File: config.mk
export PLATFORM = sky130hd
export DESIGN_NAME = controller_sequencer
export DESIGN_NICKNAME = d
export VERILOG_FILES = /design/src/rtl/sap1_pkg.sv /design/src/rtl/t_state_ring.sv /design/src/rtl/controller_sequencer.sv
export SDC_FILE = /design/constraint.sdc
export NUM_CORES = 1
export LEC_CHECK = 0
export BUFFER_PORTS_ARGS = -buffer_cell sky130_fd_sc_hd__buf_2
export CAP_MARGIN = 20
export CELL_PAD_IN_SITES_DETAIL_PLACEMENT = 2
export CELL_PAD_IN_SITES_GLOBAL_PLACEMENT = 2
export CORE_MARGIN = 2
export CORE_UTILIZATION = 28
export DETAILED_ROUTE_END_ITERATION = 16
export GPL_ROUTABILITY_DRIVEN = 0
export GPL_TIMING_DRIVEN = 0
export HOLD_SLACK_MARGIN = 0.06
export PLACE_DENSITY = 0.87
export SLEW_MARGIN = 10
export SYNTH_ARGS = -nofsm -noshare
export SYNTH_HDL_FRONTEND = slang
export SYNTH_HIERARCHICAL = 1
export SYNTH_SLANG_ARGS = --single-unit
File: constraint.sdc
create_clock -name clk -period 2.85 [get_ports clk]
set_clock_uncertainty 0.15 [all_clocks]
set_input_delay 0.57 -clock clk [delete_from_list [all_inputs] [get_ports clk]]
set_output_delay 0.57 -clock clk [all_outputs]
set_load 0.02 [all_outputs]
File: src/rtl/sap1_pkg.sv
// SAP-1 shared definitions: opcodes, control-word bit positions, idle word,
// one-hot phase encodings and helpers that build control words from the
// set of asserted signals.
package sap1_pkg;

  localparam logic [3:0] OP_LDA = 4'h0;
  localparam logic [3:0] OP_ADD = 4'h1;
  localparam logic [3:0] OP_SUB = 4'h2;
  localparam logic [3:0] OP_OUT = 4'hE;
  localparam logic [3:0] OP_HLT = 4'hF;

  // Control word layout {Cp,Ep,nLm,nCE,nLi,nEi,nLa,Ea,Su,Eu,nLb,nLo}
  localparam int CON_CP  = 11;
  localparam int CON_EP  = 10;
  localparam int CON_NLM = 9;
  localparam int CON_NCE = 8;
  localparam int CON_NLI = 7;
  localparam int CON_NEI = 6;
  localparam int CON_NLA = 5;
  localparam int CON_EA  = 4;
  localparam int CON_SU  = 3;
  localparam int CON_EU  = 2;
  localparam int CON_NLB = 1;
  localparam int CON_NLO = 0;

  // Every load/enable inactive: active-low bits high, active-high bits low.
  localparam logic [11:0] CON_IDLE = 12'h3E3;

  localparam logic [5:0] T1 = 6'b000001;
  localparam logic [5:0] T2 = 6'b000010;
  localparam logic [5:0] T3 = 6'b000100;
  localparam logic [5:0] T4 = 6'b001000;
  localparam logic [5:0] T5 = 6'b010000;
  localparam logic [5:0] T6 = 6'b100000;

  function automatic logic [11:0] bit_m(input int idx);
    return 12'(1) << idx;
  endfunction

  // Asserting a signal means flipping its bit away from the idle level,
  // which works uniformly for active-high and active-low bits.
  function automatic logic [11:0] con_word(input logic [11:0] active);
    return CON_IDLE ^ active;
  endfunction

endpackage

File: src/rtl/t_state_ring.sv
// One-hot T1..T6 phase ring. clr forces T1 asynchronously; halt empties the
// ring (all zero, which then holds); restart returns to T1 on the next edge.
module t_state_ring
  import sap1_pkg::*;
(
  input  logic       clk,
  input  logic       clr,
  input  logic       halt,
  input  logic       restart,
  output logic [5:0] t_state
);

  logic [5:0] t_next;

  // Phase register
  always_ff @(posedge clk or posedge clr) begin
    if (clr) t_state <= T1;
    else     t_state <= t_next;
  end

  // Rotate one phase; an all-zero ring rotates to itself, so halt is sticky
  always_comb begin
    t_next = {t_state[4:0], t_state[5]};
    if (halt)         t_next = '0;
    else if (restart) t_next = T1;
  end

endmodule

File: src/rtl/controller_sequencer.sv
// SAP-1 control unit: phase ring plus opcode decoder producing the 12-bit
// control word, with a sticky HALT flag cleared only by clr.
// Optional build macro: SEQ_VARIABLE_CYCLE_EN -- instructions end right after
// their last useful phase instead of always running six phases.
module controller_sequencer
  import sap1_pkg::*;
(
  input  logic        clk,
  input  logic        clr,
  input  logic [3:0]  I_sequencer,
  output logic [11:0] con,
  output logic [5:0]  t_state,
  output logic        instr_done,
  output logic        halted
);

  logic [11:0] con_dec;
  logic        done_dec;
  logic        halt_req;
  logic        halted_q;

  assign halt_req = (t_state == T4) && (I_sequencer == OP_HLT);

  t_state_ring u_ring (
    .clk     (clk),
    .clr     (clr),
    .halt    (halt_req),
    .restart (done_dec & ~halt_req),
    .t_state (t_state)
  );

  // HALT flag: set leaving HLT's T4, held until clr
  always_ff @(posedge clk or posedge clr) begin
    if (clr)           halted_q <= 1'b0;
    else if (halt_req) halted_q <= 1'b1;
  end

  assign halted = halted_q;

  // Decode phase and opcode into the control word and end-of-instruction flag
  always_comb begin
    con_dec  = CON_IDLE;
    done_dec = 1'b0;
    case (t_state)
      T1: con_dec = con_word(bit_m(CON_EP) | bit_m(CON_NLM));
      T2: con_dec = con_word(bit_m(CON_CP));
      T3: con_dec = con_word(bit_m(CON_NCE) | bit_m(CON_NLI));
      T4: begin
        case (I_sequencer)
          OP_LDA, OP_ADD, OP_SUB:
            con_dec = con_word(bit_m(CON_NEI) | bit_m(CON_NLM));
          OP_OUT: begin
            con_dec = con_word(bit_m(CON_EA) | bit_m(CON_NLO));
`ifdef SEQ_VARIABLE_CYCLE_EN
            done_dec = 1'b1;
`endif
          end
          OP_HLT: done_dec = 1'b1;
          default: begin
`ifdef SEQ_VARIABLE_CYCLE_EN
            done_dec = 1'b1;
`endif
          end
        endcase
      end
      T5: begin
        case (I_sequencer)
          OP_LDA: begin
            con_dec = con_word(bit_m(CON_NCE) | bit_m(CON_NLA));
`ifdef SEQ_VARIABLE_CYCLE_EN
            done_dec = 1'b1;
`endif
          end
          OP_ADD, OP_SUB:
            con_dec = con_word(bit_m(CON_NCE) | bit_m(CON_NLB));
          default: con_dec = CON_IDLE;
        endcase
      end
      T6: begin
        done_dec = 1'b1;
        case (I_sequencer)
          OP_ADD:  con_dec = con_word(bit_m(CON_NLA) | bit_m(CON_EU));
          OP_SUB:  con_dec = con_word(bit_m(CON_NLA) | bit_m(CON_SU) | bit_m(CON_EU));
          default: con_dec = CON_IDLE;
        endcase
      end
      default: begin
        con_dec  = CON_IDLE;
        done_dec = 1'b0;
      end
    endcase
  end

  // Outputs are forced quiet while clr is held
  assign con        = clr ? CON_IDLE : con_dec;
  assign instr_done = clr ? 1'b0 : done_dec;

endmodule

==> results.ini <==
[run_status]
outcome = completed

[synthesis]
postSynthCellCount = 96
synthMuxAreaShare = 0
yosys-top-cells-count = nor3_1, o21ai_0, buf_2, dfrtp_1
async_flop_share = 1.00
synth_top_area_cell = dfrtp_1
synth_top_cells_by_area = dfrtp_1, nor3b_1, nor3_1
synth_area_sq_um = 747
yosysSeqAreaShare = 0.236
synth_compound_gate_area_share = 0.224
synth_top_cell_area_share = 0.201
avgSynthCellArea_sq_um = 7.78
ys_warn_count = 6
synth_xor_area_frac = 0.0469
synth.distinct_cells = 37
synth-edff-count = 0
ys_seq_elements = 7
syn_nets = 102
synth_top_family_by_area = simple AND/OR/NAND/NOR gates
synth_ff_type = dfrtp_1
synth-simple-area-share = 0.402
synth_fa_ha_area_frac = 0.0151

[route]
vias = 863
antenna_left = 0
wl_mm = 2.58
drt_pass1_iterations = 4
drtIter0Drc = 8
drc = 0
avgViaCountPerCell = 5.57
drt-wirelength-per-cell_um = 16.6

[die]
die_area_sq_um = 3100
die_w_um = 55.7
coreArea_sq_um = 2500
start_util = 0.299
io_pins = 26
die_h_um = 55.7
rows = 18

[clocking]
htreeDepth = 1
path_clk_slew_ns = 0.05
cts_tree = yes
cts_buffer_depth = 2
cts-root-buf = clkbuf_4
worstSkewPairLatency_ns = 0.25
post_cts_buffers = 0
numCtsBuffers = 3
clock-sinks = 7

[critical_path]
critical_path_class = reg2out
crit_chain = nor2_2, inv_1, maj3_2, o41ai_2, buf_2
r2r_setup_slack_ns = 1.05
cp_max_fo = 8
r2r_start = u_ring/t_state[4]$_DFF_PP0_
end_kind = output pin
cp.arrival_ns = 1.97
critPathSlowestCell = dfrtp_1
slowest_delay_ns = 0.45
worst_r2r_path_depth = 4
crit_required_ns = 2.13
r2r_end = u_ring/t_state[0]$_DFF_PP1_
critPathLaunchType = flip-flop

[sta]
whs_ns = 0.119
relSlewSlack = 0.650
setup_violations = 0
fmax_ghz = 0.372
fin_crit_sh = 0.944
tightest_slew_ns = 0.512
slew_viol_final = 0
rsz0062_at_grt = no
final_hold_viol_count = 0
min_period_ns = 2.69
finalSetupTns_ns = 0

[finish]
fin_nets = 132
finalNonFillerCells = 155
final_layout_size_suffix_gt1_frac = 0.344
n_antenna_cell = 0
fin_area_sq_um = 941
area_delta_synth_final_pct = 26.0
fillers = 303

[run]
drv.max_cap_violation_count = 0

[placed_design]
place_area_sq_um = 910
port_buffers = 25
dp.cells = 151
hpwl_mm = 2.00

[global_route]
antenna_found_initial = 0
grt_pass1_wl_mm = 4.31
grt_pass1_vias = 903
grt.overflow.total = 0
grt_max_degree = 11
grt_usage = 0.175

[pwr]
power.density_nw_per_um2 = 217
p_leak_nw = 0.454
irDropWorstVdd_mv = 0.220

[min_path]
worstHoldPathType = in2async

placed cells by master, fill, tap and decap left out, types with 2 or more instances in the layout:
cell type / synthesis / final
buf_2: 6 / 31
o21ai_0: 7 / 7
nor3_1: 7 / 6
dfrtp_1: 6 / 6
inv_1: 5 / 5
nand3_1: 5 / 5
nor3b_1: 5 / 5
nand2_1: 4 / 4
nor2_1: 4 / 4
xor2_1: 4 / 4
nand2b_1: 4 / 4
o211ai_1: 4 / 4
a211oi_1: 3 / 3
o21ai_1: 3 / 3
nand3b_1: 3 / 3
clkbuf_4: 0 / 3
nor2b_1: 2 / 2
and4_1: 2 / 2
clkbuf_1: 1 / 2
nor4b_1: 2 / 2
nor4_1: 2 / 2
state kept, by name, summed over array words and instances (netlist names):
register,cells
halted,1
u_ring/t_state,6
kinds of logic (layout without fill, tap and decap cells):
kind of cell,after synthesis,after routing
AO/OA/AOI/OAI,23,23
XOR/XNOR,4,4
adder cells (fa/ha/maj),1,1
buffers and inverters,13,42
flip-flops,7,7
AND/OR/NAND/NOR,48,48
metrics by stage:
| step | power (mW) | setup WS [ns] | util |
|---|---|---|---|
| final | 0.204 | 0.160 | 0.376 |
| after global routing | 0.221 | 0.0158 | 0.376 |
| after CTS | 0.212 | 0.140 | 0.376 |
| after detailed placement | 0.119 | 0.181 | 0.364 |
| after global placement | 0.118 | 0.228 | 0.364 |
| after floorplan | 0.109 | 0.413 | - |
per-layer routing:
layer  vias to the layer above  GRT usage  part of all wire  routed length (um)
met3                         2    0.00698             0.025                  65
li1                        416          -                 -                   -
met2                        16      0.325              0.52                1340
met1                       429      0.211              0.45                1160
met4                         0     0.0662            0.0050                  13
met5                         -          0                 0                   0
worst max-delay path: cells and delay by family, from the launching register on:
kind	cells	cell delay [ns]
AO/OA/AOI/OAI	1	0.31
flip-flops	1	0.45
AND/OR/NAND/NOR	1	0.33
adder cells (fa/ha/maj)	1	0.32
buffers and inverters	2	0.31
cell type report:
cell class                      instances  area (sq um)  area share
Buffer                                  7          33.8      0.0359
Clock buffer                            4          26.3      0.0279
Tap cell                               30          37.5      0.0399
Timing Repair Buffer                   25           125       0.133
Inverter                                6          22.5      0.0239
Multi-Input combinational cell         76           519       0.552
Sequential cell                         7           176       0.187
power by group:
| part | switching, mW | internal, mW | total (mW) | leakage, nW |
|---|---|---|---|---|
| combinational | 0.0125 | 0.00561 | 0.0181 | 0.345 |
| clock | 0.0335 | 0.0532 | 0.0867 | 0.0150 |
| sequential | 0 | 0.0997 | 0.0997 | 0.0942 |
| total | 0.0460 | 0.159 | 0.204 | 0.454 |
repair_timing:
action | in CTS | in global routing
gates resized for setup | 1 | 0
setup endpoints to repair | 1 | 0
hold buffers | 0 | 0
worst max-delay path by stage:
stage                                     start         end  slack (ns)  cells past startpoint
floorplan           u_ring/t_state[1]$_DFF_PP0_      con[3]        0.41                      4
global placement    u_ring/t_state[4]$_DFF_PP0_  instr_done        0.23                      5
detailed placement  u_ring/t_state[4]$_DFF_PP0_  instr_done        0.18                      5
CTS                 u_ring/t_state[4]$_DFF_PP0_  instr_done        0.14                      5
global route        u_ring/t_state[4]$_DFF_PP0_  instr_done        0.02                      5
finish              u_ring/t_state[4]$_DFF_PP0_      con[8]        0.16                      5
Note: power is estimated with default switching activity, not from simulation.
